$ cat src/rtl/alu4_arbiter_if.sv
// rtl/alu4_arbiter_if.sv - command/response handshake bundle between two requesters, the arbiter and the result consumer
interface alu4_arbiter_if;
  logic       req0_valid;
  logic       req0_ready;
  logic [3:0] req0_a;
  logic [3:0] req0_b;
  logic [2:0] req0_sel;
  logic       req1_valid;
  logic       req1_ready;
  logic [3:0] req1_a;
  logic [3:0] req1_b;
  logic [2:0] req1_sel;
  logic       rsp_valid;
  logic       rsp_ready;
  logic [3:0] rsp_out;
  logic       rsp_carry;
  logic       rsp_id;

  modport slave (
    input  req0_valid, req0_a, req0_b, req0_sel,
    input  req1_valid, req1_a, req1_b, req1_sel,
    input  rsp_ready,
    output req0_ready, req1_ready,
    output rsp_valid, rsp_out, rsp_carry, rsp_id
  );

  modport master (
    output req0_valid, req0_a, req0_b, req0_sel,
    output req1_valid, req1_a, req1_b, req1_sel,
    output rsp_ready,
    input  req0_ready, req1_ready,
    input  rsp_valid, rsp_out, rsp_carry, rsp_id
  );
endinterface

$ cat src/rtl/alu4_arbiter.sv
// rtl/alu4_arbiter.sv - two-requester arbiter driving the 4-bit ALU into a one-entry tagged result register
// Define ALU_ARB_RR_EN for round-robin tie-break; otherwise requester 0 has fixed priority.
module alu4_arbiter (
  input  logic          clk,
  input  logic          rst_n,
  alu4_arbiter_if.slave bus
);

  typedef enum logic {
    S_EMPTY = 1'b0,
    S_FULL  = 1'b1
  } state_t;

  state_t     state_q, state_d;
  logic [3:0] out_q, out_d;
  logic       carry_q, carry_d;
  logic       id_q, id_d;
  logic       last_q, last_d;

  logic       pick1_on_tie;
  logic       grant0, grant1;
  logic       slot_free;
  logic       acc0, acc1, accept;
  logic [3:0] op_a, op_b;
  logic [2:0] op_sel;
  logic [4:0] alu_wide;
  logic [3:0] alu_out;
  logic       alu_carry;

`ifdef ALU_ARB_RR_EN
  assign pick1_on_tie = ~last_q;
`else
  // last_id is tracked in both builds; only round-robin lets it steer ties
  assign pick1_on_tie = 1'b0 & ~last_q;
`endif

  assign grant1    = bus.req1_valid & (~bus.req0_valid | pick1_on_tie);
  assign grant0    = bus.req0_valid & ~grant1;
  assign slot_free = (state_q == S_EMPTY) | bus.rsp_ready;

  // Readys stay low while reset is held so no handshake can appear to complete
  assign bus.req0_ready = grant0 & slot_free & rst_n;
  assign bus.req1_ready = grant1 & slot_free & rst_n;

  assign acc0   = bus.req0_valid & bus.req0_ready;
  assign acc1   = bus.req1_valid & bus.req1_ready;
  assign accept = acc0 | acc1;

  assign op_a   = grant1 ? bus.req1_a   : bus.req0_a;
  assign op_b   = grant1 ? bus.req1_b   : bus.req0_b;
  assign op_sel = grant1 ? bus.req1_sel : bus.req0_sel;

  always_comb begin
    alu_wide = 5'd0;
    case (op_sel)
      3'b000:  alu_wide = {1'b0, op_a} + {1'b0, op_b};
      3'b001:  alu_wide = {1'b0, op_a} - {1'b0, op_b};
      3'b010:  alu_wide = {1'b0, op_a & op_b};
      3'b011:  alu_wide = {1'b0, op_a | op_b};
      3'b100:  alu_wide = {1'b0, op_a ^ op_b};
      3'b101:  alu_wide = {1'b0, op_a + 4'd1};
      3'b110:  alu_wide = {1'b0, op_a - 4'd1};
      default: alu_wide = 5'd0;
    endcase
    alu_out   = alu_wide[3:0];
    // Bit 4 is carry for add and borrow for subtract; everything else reports no carry
    alu_carry = ((op_sel == 3'b000) || (op_sel == 3'b001)) ? alu_wide[4] : 1'b0;
  end

  always_comb begin
    state_d = state_q;
    out_d   = out_q;
    carry_d = carry_q;
    id_d    = id_q;
    last_d  = last_q;
    if (accept) begin
      state_d = S_FULL;
      out_d   = alu_out;
      carry_d = alu_carry;
      id_d    = acc1;
      last_d  = acc1;
    end else if ((state_q == S_FULL) && bus.rsp_ready) begin
      state_d = S_EMPTY;
    end
  end

  always_ff @(posedge clk or negedge rst_n) begin
    if (!rst_n) begin
      state_q <= S_EMPTY;
      out_q   <= 4'd0;
      carry_q <= 1'b0;
      id_q    <= 1'b0;
      last_q  <= 1'b1;
    end else begin
      state_q <= state_d;
      out_q   <= out_d;
      carry_q <= carry_d;
      id_q    <= id_d;
      last_q  <= last_d;
    end
  end

  assign bus.rsp_valid = (state_q == S_FULL);
  assign bus.rsp_out   = out_q;
  assign bus.rsp_carry = carry_q;
  assign bus.rsp_id    = id_q;

endmodule

$ cat src/flat_wrapper.sv
// flat-port wrapper written by rule: the top's interface ports become plain ports
module alu4_arbiter_flat 
  (clk, rst_n, bus_req0_valid, bus_req0_a, bus_req0_b, bus_req0_sel, bus_req1_valid, bus_req1_a, bus_req1_b, bus_req1_sel, bus_rsp_ready, bus_req0_ready, bus_req1_ready, bus_rsp_valid, bus_rsp_out, bus_rsp_carry, bus_rsp_id);
  alu4_arbiter_if bus_i ();
  input  logic clk;
  input  logic rst_n;
  input wire logic [$bits(bus_i.req0_valid)-1:0] bus_req0_valid;
  input wire logic [$bits(bus_i.req0_a)-1:0] bus_req0_a;
  input wire logic [$bits(bus_i.req0_b)-1:0] bus_req0_b;
  input wire logic [$bits(bus_i.req0_sel)-1:0] bus_req0_sel;
  input wire logic [$bits(bus_i.req1_valid)-1:0] bus_req1_valid;
  input wire logic [$bits(bus_i.req1_a)-1:0] bus_req1_a;
  input wire logic [$bits(bus_i.req1_b)-1:0] bus_req1_b;
  input wire logic [$bits(bus_i.req1_sel)-1:0] bus_req1_sel;
  input wire logic [$bits(bus_i.rsp_ready)-1:0] bus_rsp_ready;
  output wire logic [$bits(bus_i.req0_ready)-1:0] bus_req0_ready;
  output wire logic [$bits(bus_i.req1_ready)-1:0] bus_req1_ready;
  output wire logic [$bits(bus_i.rsp_valid)-1:0] bus_rsp_valid;
  output wire logic [$bits(bus_i.rsp_out)-1:0] bus_rsp_out;
  output wire logic [$bits(bus_i.rsp_carry)-1:0] bus_rsp_carry;
  output wire logic [$bits(bus_i.rsp_id)-1:0] bus_rsp_id;
  assign bus_i.req0_valid = bus_req0_valid;
  assign bus_i.req0_a = bus_req0_a;
  assign bus_i.req0_b = bus_req0_b;
  assign bus_i.req0_sel = bus_req0_sel;
  assign bus_i.req1_valid = bus_req1_valid;
  assign bus_i.req1_a = bus_req1_a;
  assign bus_i.req1_b = bus_req1_b;
  assign bus_i.req1_sel = bus_req1_sel;
  assign bus_i.rsp_ready = bus_rsp_ready;
  assign bus_req0_ready = bus_i.req0_ready;
  assign bus_req1_ready = bus_i.req1_ready;
  assign bus_rsp_valid = bus_i.rsp_valid;
  assign bus_rsp_out = bus_i.rsp_out;
  assign bus_rsp_carry = bus_i.rsp_carry;
  assign bus_rsp_id = bus_i.rsp_id;
  alu4_arbiter u_core (.clk(clk), .rst_n(rst_n), .bus(bus_i));
endmodule
$ cat config.mk
export PLATFORM = sky130hd
export DESIGN_NAME = alu4_arbiter_flat
export DESIGN_NICKNAME = d
export VERILOG_FILES = /design/src/rtl/alu4_arbiter_if.sv /design/src/rtl/alu4_arbiter.sv /design/src/flat_wrapper.sv
export SDC_FILE = /design/constraint.sdc
export NUM_CORES = 1
export LEC_CHECK = 0
export ABC_AREA = 1
export CORE_MARGIN = 2
export CORE_UTILIZATION = 50
export CTS_BUF_LIST = sky130_fd_sc_hd__clkbuf_16
export CTS_CLUSTER_SIZE = 30
export DETAILED_ROUTE_END_ITERATION = 10
export GPL_TIMING_DRIVEN = 0
export PLACE_DENSITY = 0.95
export RECOVER_POWER = 100
export SETUP_SLACK_MARGIN = 0.02
export SYNTH_ARGS = -nofsm -noshare
export SYNTH_HDL_FRONTEND = slang
export SYNTH_SLANG_ARGS = --single-unit
$ cat constraint.sdc
create_clock -name clk -period 1.65 [get_ports clk]
set_input_delay 0.33 -clock clk [delete_from_list [all_inputs] [get_ports clk]]
set_output_delay 0.33 -clock clk [all_outputs]
set_load 0.02 [all_outputs]
==> results of run 1 <==
[cell usage after synthesis, types with 2 or more instances]
master / n / area (µm²)
a21oi_1: 7 / 35.0
dfrtp_1: 7 / 175
fa_1: 2 / 40.0
ha_1: 11 / 138
inv_1: 20 / 75.1
inv_2: 8 / 30.0
nand2_1: 52 / 195
nand2_2: 5 / 31.3
nand2_4: 5 / 56.3
nand3_1: 15 / 75.1
nand4_1: 2 / 12.5
nor2_1: 11 / 41.3
nor2_2: 2 / 12.5
o21ai_0: 2 / 10.0
o21ai_1: 4 / 20.0
o21ai_2: 3 / 26.3
o21ai_4: 2 / 32.5
xnor2_1: 2 / 17.5
xor2_1: 3 / 26.3
[logic make-up (layout without fill, tap and decap cells)]
kind of cell             after synthesis  after routing  synth area share [%]
AO/OA/AOI/OAI                         19             19                  11.7
XOR/XNOR                               5              5                  3.86
adder cells (fa/ha/maj)               13             13                  15.7
buffers and inverters                 30             87                  11.7
flip-flops                             7              7                  15.5
AND/OR/NAND/NOR                       97             97                  41.6
[placed cells by master, fill, tap and decap left out, types with 2 or more instances in the layout]
cell type         n
buf_4            17
dfrtp_1           7
dlygate4sd3_1     6
ha_4              3
nand3_1          10
dlygate4sd2_1     7
o21ai_4           5
nand3_2           5
inv_2            12
ha_1              8
nand4_1           2
buf_6             3
nand2_4           7
a21oi_2           4
buf_12            2
nand2_1          48
clkbuf_16         3
inv_1            16
xor2_1            2
nor2_1            9
nor2_2            3
clkdlybuf4s50_1  17
o21ai_1           3
nand2_2           6
o21ai_2           2
a21oi_1           3
[how the worst min path moves through the flow]
stage	to	from
4_1_cts	u_core.bus.rsp_valid$_DFFE_PN0P_	rst_n
5_1_grt	u_core.bus.rsp_valid$_DFFE_PN0P_	rst_n
3_5_place_dp	u_core.bus.rsp_out[1]$_DFFE_PN0P_	u_core.bus.rsp_out[1]$_DFFE_PN0P_
2_1_floorplan	u_core.bus.rsp_carry$_DFFE_PN0P_	rst_n
3_3_place_gp	u_core.bus.rsp_out[2]$_DFFE_PN0P_	u_core.bus.rsp_out[2]$_DFFE_PN0P_
6_report	u_core.bus.rsp_valid$_DFFE_PN0P_	rst_n
[final cells by class]
class | instances | area [µm²] | share of cell area [%]
Buffer | 2 | 27.5 | 1.39
Sequential cell | 7 | 175 | 8.86
Clock inverter | 1 | 3.75 | 0.190
Timing Repair Buffer | 53 | 515 | 26.1
Inverter | 28 | 121 | 6.14
Multi-Input combinational cell | 134 | 1020 | 51.8
Clock buffer | 3 | 75.1 | 3.80
Tap cell | 28 | 35.0 | 1.77
[what timing repair did]
action / CTS / global route
buffers inserted: 12 / 5
pin swaps: 20 / 19
resized for setup: 45 / 25
endpoints found under the setup margin: 9 / 8
hold buffers: 0 / 0
cloned: 1 / 0
[power by group through the flow]
stage	logic [mW]	registers [mW]	clock network, mW
floorplan	0.367	0.286	0
global placement	0.627	0.233	0
detailed placement	0.652	0.236	0
CTS	0.748	0.236	0.401
global route	0.921	0.241	0.417
finish	0.866	0.239	0.412
[per-layer routing]
| layer | wire length, µm | global-route usage, % |
|---|---|---|
| met5 | 0 | 0 |
| met4 | 396 | 15.8 |
| met3 | 479 | 2.87 |
| met2 | 2360 | 59.4 |
| met1 | 1680 | 35.0 |
[metrics by stage]
stage	utilization, %	power [mW]
2_1_floorplan	-	0.652
3_3_place_gp	72.4	0.859
3_5_place_dp	72.4	0.888
4_1_cts	85.2	1.39
5_1_grt	91.1	1.58
6_report	91.1	1.52
[registers in the layout, indices dropped and copies added, names as in the netlist]
signal and count:
u_core.bus.rsp_valid 1, u_core.bus.rsp_out 4, u_core.bus.rsp_id 1, u_core.bus.rsp_carry 1
[worst register-to-register path: stages (launching register included)]
cell and delay, ns:
dfrtp_1 0.34, nand2_1 0.09, nand2_1 0.16, nor2_4 0.07, buf_4 0.14, nor2_2 0.28, inv_2 0.11, nand2_1 0.09
nand2_1 0.08
==> impl_metrics.env, run 1 <==
export IMPL_status="finished with violations"
export IMPL_violations="negative setup slack"
export IMPL_grt_util_all_layers_pct=31.6
export IMPL_yosysWarnings=0
export IMPL_drive_above_1_share_pct=36.8
export IMPL_hold_path_class="input port to asynchronous set/reset pin"
export IMPL_port_buffers=35
export IMPL_ys_seq_elements=7
export IMPL_required_ns=1.75
export IMPL_cp_end_kind="register"
export IMPL_grt_overflow_total=0
export IMPL_area_growth_pct=74.4
export IMPL_coreArea_um2=2170
export IMPL_min_period_ns=2.25
export IMPL_design_area_um2=1980
export IMPL_critPathSlowestCell="fa_2"
export IMPL_wl_um=4920
export IMPL_grt_pass1_vias=1376
export IMPL_maxSlewViolCount=0
export IMPL_netlist_area_um2=1130
export IMPL_synth_nets=211
export IMPL_nNetsFinal=269
export IMPL_postPlaceCellArea_um2=1570
export IMPL_cp_depth=16
export IMPL_path_buf_inv=3
export IMPL_synth_edf_count=0
export IMPL_clkTransAtPathRegs_ns=0.04
export IMPL_grt_start_max_net_pins=11
export IMPL_synth_cells=171
export IMPL_cts_path_max_buffers=2
export IMPL_p_int_mw=0.915
export IMPL_skew_ns=0.00924
export IMPL_fin_hold_ws_ns=0.0967
export IMPL_htreeDepth=1
export IMPL_worst_path_most_repeated_cell="nand2_4"
export IMPL_antenna_left=0
export IMPL_cts_sinks=7
export IMPL_pwr_share_seq_pct=15.8
export IMPL_slew_headroom_pct=76.2
export IMPL_die_area_um2=2660
export IMPL_hpwl_um=2360
export IMPL_worst_slack_ns=-0.601
export IMPL_routed_via_count=1499
export IMPL_final_instance_count_excl_fill=256
export IMPL_async_flop_share_pct=100
export IMPL_ys_seq_area_share_pct=15.5
export IMPL_drt_initial_drc_count=96
export IMPL_maxCapViolCount=0
export IMPL_period_share_pct=136
export IMPL_place_congestion=0.921
export IMPL_pre_cts_slack_ns=-1.32
export IMPL_cts_tree="built"
export IMPL_hold_violations=0
export IMPL_antenna_found_initial=0
export IMPL_crit_family="simple AND/OR/NAND/NOR gates"
export IMPL_ys_types=27
export IMPL_reg2reg_depth=8
export IMPL_rrSetupSlack_ns=0.15
export IMPL_r2r_start="u_core.bus.rsp_valid$_DFFE_PN0P_"
export IMPL_crit_path_max_fanout=5
export IMPL_drc=0
export IMPL_io_pins=36
export IMPL_worst_setup_path_type="input port to register"
export IMPL_dr_pass1_iters=4
export IMPL_fillers=86
export IMPL_ys_flop_type="dfrtp_1"
export IMPL_clock_latency_ns=0.23
export IMPL_cts_made_buffers=3
export IMPL_crit_chain="buf_12 -> inv_16 -> nand2_8 -> buf_12 -> nand2_4 -> nand2_4 -> nor2_8 -> nand3_4 -> nand2_4 -> xnor2_4 -> fa_2 -> xnor2_2 -> a2bb2oi_1 -> nand3_1 -> nand2_1 -> nand2_1"
export IMPL_grt_first_pass_wirelength_um=6230
export IMPL_syn_area_per_cell_um2=6.63
export IMPL_die_w_um=51.6
export IMPL_antenna_cells=0
export IMPL_fmax_mhz=444
export IMPL_rsz0062_at_grt="true"
export IMPL_wl_per_cell_um=19.2
export IMPL_fp_dieH_um=51.6
export IMPL_p_sw_mw=0.602
export IMPL_startpoint="bus_req0_valid"
export IMPL_max_stage_delay_ns=0.39
export IMPL_vias_per_cell=5.86
export IMPL_p_per_area_nw_per_um2=767
export IMPL_clockPowerShare_pct=27.1
export IMPL_cts_root_buf="clkbuf_16"
export IMPL_place_inst=234
export IMPL_setup_violations=7
export IMPL_start_util_pct=52.2
export IMPL_p_sw_share_pct=39.7
export IMPL_vdd_drop_max_v=0.00103
export IMPL_combinationalPowerShare_pct=57.1
export IMPL_worst_slew_pin_slew_ns=0.357
export IMPL_rows=17
export IMPL_start_kind="input port"
export IMPL_reg2reg_to="u_core.bus.rsp_out[2]$_DFFE_PN0P_"
export IMPL_worstSetupEndpoint="u_core.bus.rsp_out[2]$_DFFE_PN0P_"
export IMPL_crit_arrival_ns=2.35
export IMPL_leakagePower_nw=1.03
export IMPL_setup_tns_ns=-2.36
Power figures use the tool's default switching activity.
==> run 2, diff against run 1 <==
--- a/config.mk
+++ b/config.mk
@@ -11,6 +11,7 @@
 export CTS_BUF_LIST = sky130_fd_sc_hd__clkbuf_16
 export CTS_CLUSTER_SIZE = 30
 export DETAILED_ROUTE_END_ITERATION = 10
+export GPL_ROUTABILITY_DRIVEN = 0
 export GPL_TIMING_DRIVEN = 0
 export PLACE_DENSITY = 0.95
 export RECOVER_POWER = 100
==> impl_metrics.env, run 2 (same netlist as run 1, synthesis figures left out) <==
export IMPL_clockPowerShare_pct=27.4
export IMPL_start_kind="input port"
export IMPL_p_per_area_nw_per_um2=789
export IMPL_maxCapViolCount=0
export IMPL_violations="negative setup slack"
export IMPL_min_period_ns=2.22
export IMPL_period_share_pct=134
export IMPL_clock_latency_ns=0.24
export IMPL_leakagePower_nw=0.988
export IMPL_largest_reg_flops=4
export IMPL_routed_via_count=1470
export IMPL_final_common_cell="nand2_1"
export IMPL_io_pins=36
export IMPL_grt_start_max_net_pins=11
export IMPL_fmax_mhz=451
export IMPL_wl_um=4730
export IMPL_wl_met1_um=1540
export IMPL_port_buffers=35
export IMPL_mostFrequentLayoutCells="45 x nand2_1, 20 x clkdlybuf4s50_1, 16 x inv_1"
export IMPL_nNetsFinal=262
export IMPL_fillers=94
export IMPL_cts_hold_buf=0
export IMPL_fp_dieH_um=51.6
export IMPL_coreArea_um2=2170
export IMPL_maxUsedRoutingLayer="met4"
export IMPL_cts_path_max_buffers=2
export IMPL_wl_per_cell_um=19.0
export IMPL_hold_violations=0
export IMPL_die_area_um2=2660
export IMPL_grt_overflow_total=0
export IMPL_p_sw_share_pct=40.4
export IMPL_antenna_left=0
export IMPL_path_buf_inv=5
export IMPL_design_area_um2=1940
export IMPL_rrSetupSlack_ns=0.23
export IMPL_critPathSlowestCell="fa_2"
export IMPL_maxSlewViolCount=0
export IMPL_setup_tns_ns=-2.20
export IMPL_vias_per_cell=5.90
export IMPL_drc=0
export IMPL_skew_ns=0.00534
export IMPL_vdd_drop_max_v=0.000675
export IMPL_wl_met3_um=321
export IMPL_rsz0062_at_grt="true"
export IMPL_p_sw_mw=0.618
export IMPL_dr_pass1_iters=4
export IMPL_hold_path_class="input port to asynchronous set/reset pin"
export IMPL_htreeDepth=1
export IMPL_worst_path_most_repeated_cell="buf_12"
export IMPL_max_stage_delay_ns=0.43
export IMPL_r2r_start="u_core.bus.rsp_valid$_DFFE_PN0P_"
export IMPL_crit_path_max_fanout=5
export IMPL_drive_above_1_share_pct=37.1
export IMPL_clkTransAtPathRegs_ns=0.04
export IMPL_reg2reg_to="u_core.bus.rsp_carry$_DFFE_PN0P_"
export IMPL_pwr_share_seq_pct=15.9
export IMPL_crit_arrival_ns=2.34
export IMPL_multiInputGateArea_um2=1040
export IMPL_setup_violations=6
export IMPL_worst_setup_path_type="input port to register"
export IMPL_combinationalPowerShare_pct=56.8
export IMPL_grt_first_pass_wirelength_um=6100
export IMPL_hpwl_um=2370
export IMPL_status="finished with violations"
export IMPL_area_growth_pct=71.4
export IMPL_antenna_cells=0
export IMPL_cts_made_buffers=3
export IMPL_cts_sinks=7
export IMPL_slew_headroom_pct=75.6
export IMPL_cts_root_buf="clkbuf_16"
export IMPL_p_int_mw=0.914
export IMPL_worst_slew_pin_slew_ns=0.366
export IMPL_crit_chain="buf_12 -> inv_16 -> nand2_8 -> buf_12 -> buf_4 -> nand2_2 -> o21ai_4 -> buf_12 -> xnor2_4 -> fa_2 -> xnor2_2 -> a2bb2oi_2 -> nand3_1 -> nand2_1 -> nand2_1"
export IMPL_reg2reg_depth=7
export IMPL_rows=17
export IMPL_drt_initial_drc_count=66
export IMPL_worst_slack_ns=-0.569
export IMPL_grt_util_all_layers_pct=31.2
export IMPL_cp_end_kind="register"
export IMPL_die_w_um=51.6
export IMPL_antenna_found_initial=0
export IMPL_cts_tree="built"
export IMPL_wl_met2_um=2490
export IMPL_required_ns=1.77
export IMPL_postPlaceCellArea_um2=1570
export IMPL_regArea_um2=175
export IMPL_crit_family="buffers and inverters"
export IMPL_grt_pass1_vias=1431
export IMPL_start_util_pct=52.2
[run 2: cell count changes in the layout (fill, tap and decap cells not counted), moves of 3 or more]
cell	change
nand2_1	-3
nand2_2	+3
dlygate4sd2_1	+3
buf_4	-7
dlygate4sd3_1	-6
clkdlybuf4s50_1	+3
[run 2: stage by stage]
| step | power, mW | util, % | hold WS [ns] | cells | setup WS (ns) |
|---|---|---|---|---|---|
| after global placement | 0.858 | 72.4 | 0.463 | 234 | -1.26 |
| after CTS | 1.39 | 84.1 | 0.0993 | 247 | -0.401 |
| after global routing | 1.60 | 89.6 | 0.120 | 249 | -0.659 |
| final | 1.53 | 89.6 | 0.105 | 249 | -0.569 |
| after detailed placement | 0.888 | 72.4 | 0.475 | 234 | -1.32 |
| after floorplan | 0.652 | - | 0.0344 | 171 | -0.418 |
[run 2: routing by layer]
layer | GRT usage (%) | vias to the layer above
li1 | - | 638
met1 | 28.7 | 689
met2 | 59.0 | 101
met3 | 5.46 | 42
met4 | 25.4 | 0
met5 | 0 | -
[run 2: layout make-up]
type | count | area share, %
plain buffers | 2 | 1.42
clock buffers | 3 | 3.86
clock inverters | 1 | 0.193
inverters | 28 | 6.25
multi-input cells | 134 | 53.3
flip-flops and latches | 7 | 9.01
well taps | 28 | 1.80
repair buffers | 46 | 24.1
[run 2: power groups by stage]
stage	logic (mW)	clock network, mW	registers, mW
final	0.870	0.419	0.243
after global routing	0.923	0.432	0.244
after CTS	0.733	0.419	0.237
after detailed placement	0.652	0	0.236
after global placement	0.625	0	0.233
after floorplan	0.367	0	0.286
[run 2: worst max path at each step]
stage | endpoint | startpoint | slack, ns | depth (start not counted)
final | u_core.bus.rsp_out[2]$_DFFE_PN0P_ | bus_req0_valid | -0.57 | 15
after global routing | u_core.bus.rsp_out[2]$_DFFE_PN0P_ | bus_req0_valid | -0.66 | 16
after CTS | u_core.bus.rsp_out[2]$_DFFE_PN0P_ | bus_req0_valid | -0.40 | 16
after detailed placement | u_core.bus.rsp_out[2]$_DFFE_PN0P_ | bus_req0_valid | -1.32 | 16
after global placement | u_core.bus.rsp_out[2]$_DFFE_PN0P_ | bus_req0_valid | -1.26 | 16
after floorplan | u_core.bus.rsp_carry$_DFFE_PN0P_ | bus_req0_valid | -0.42 | 16
[run 2: repair_timing]
action,CTS,global route
gates cloned,1,0
resized for setup,56,23
hold endpoints to repair,0,0
pin swaps,29,16
buffers inserted,8,2
setup endpoints to repair,9,8
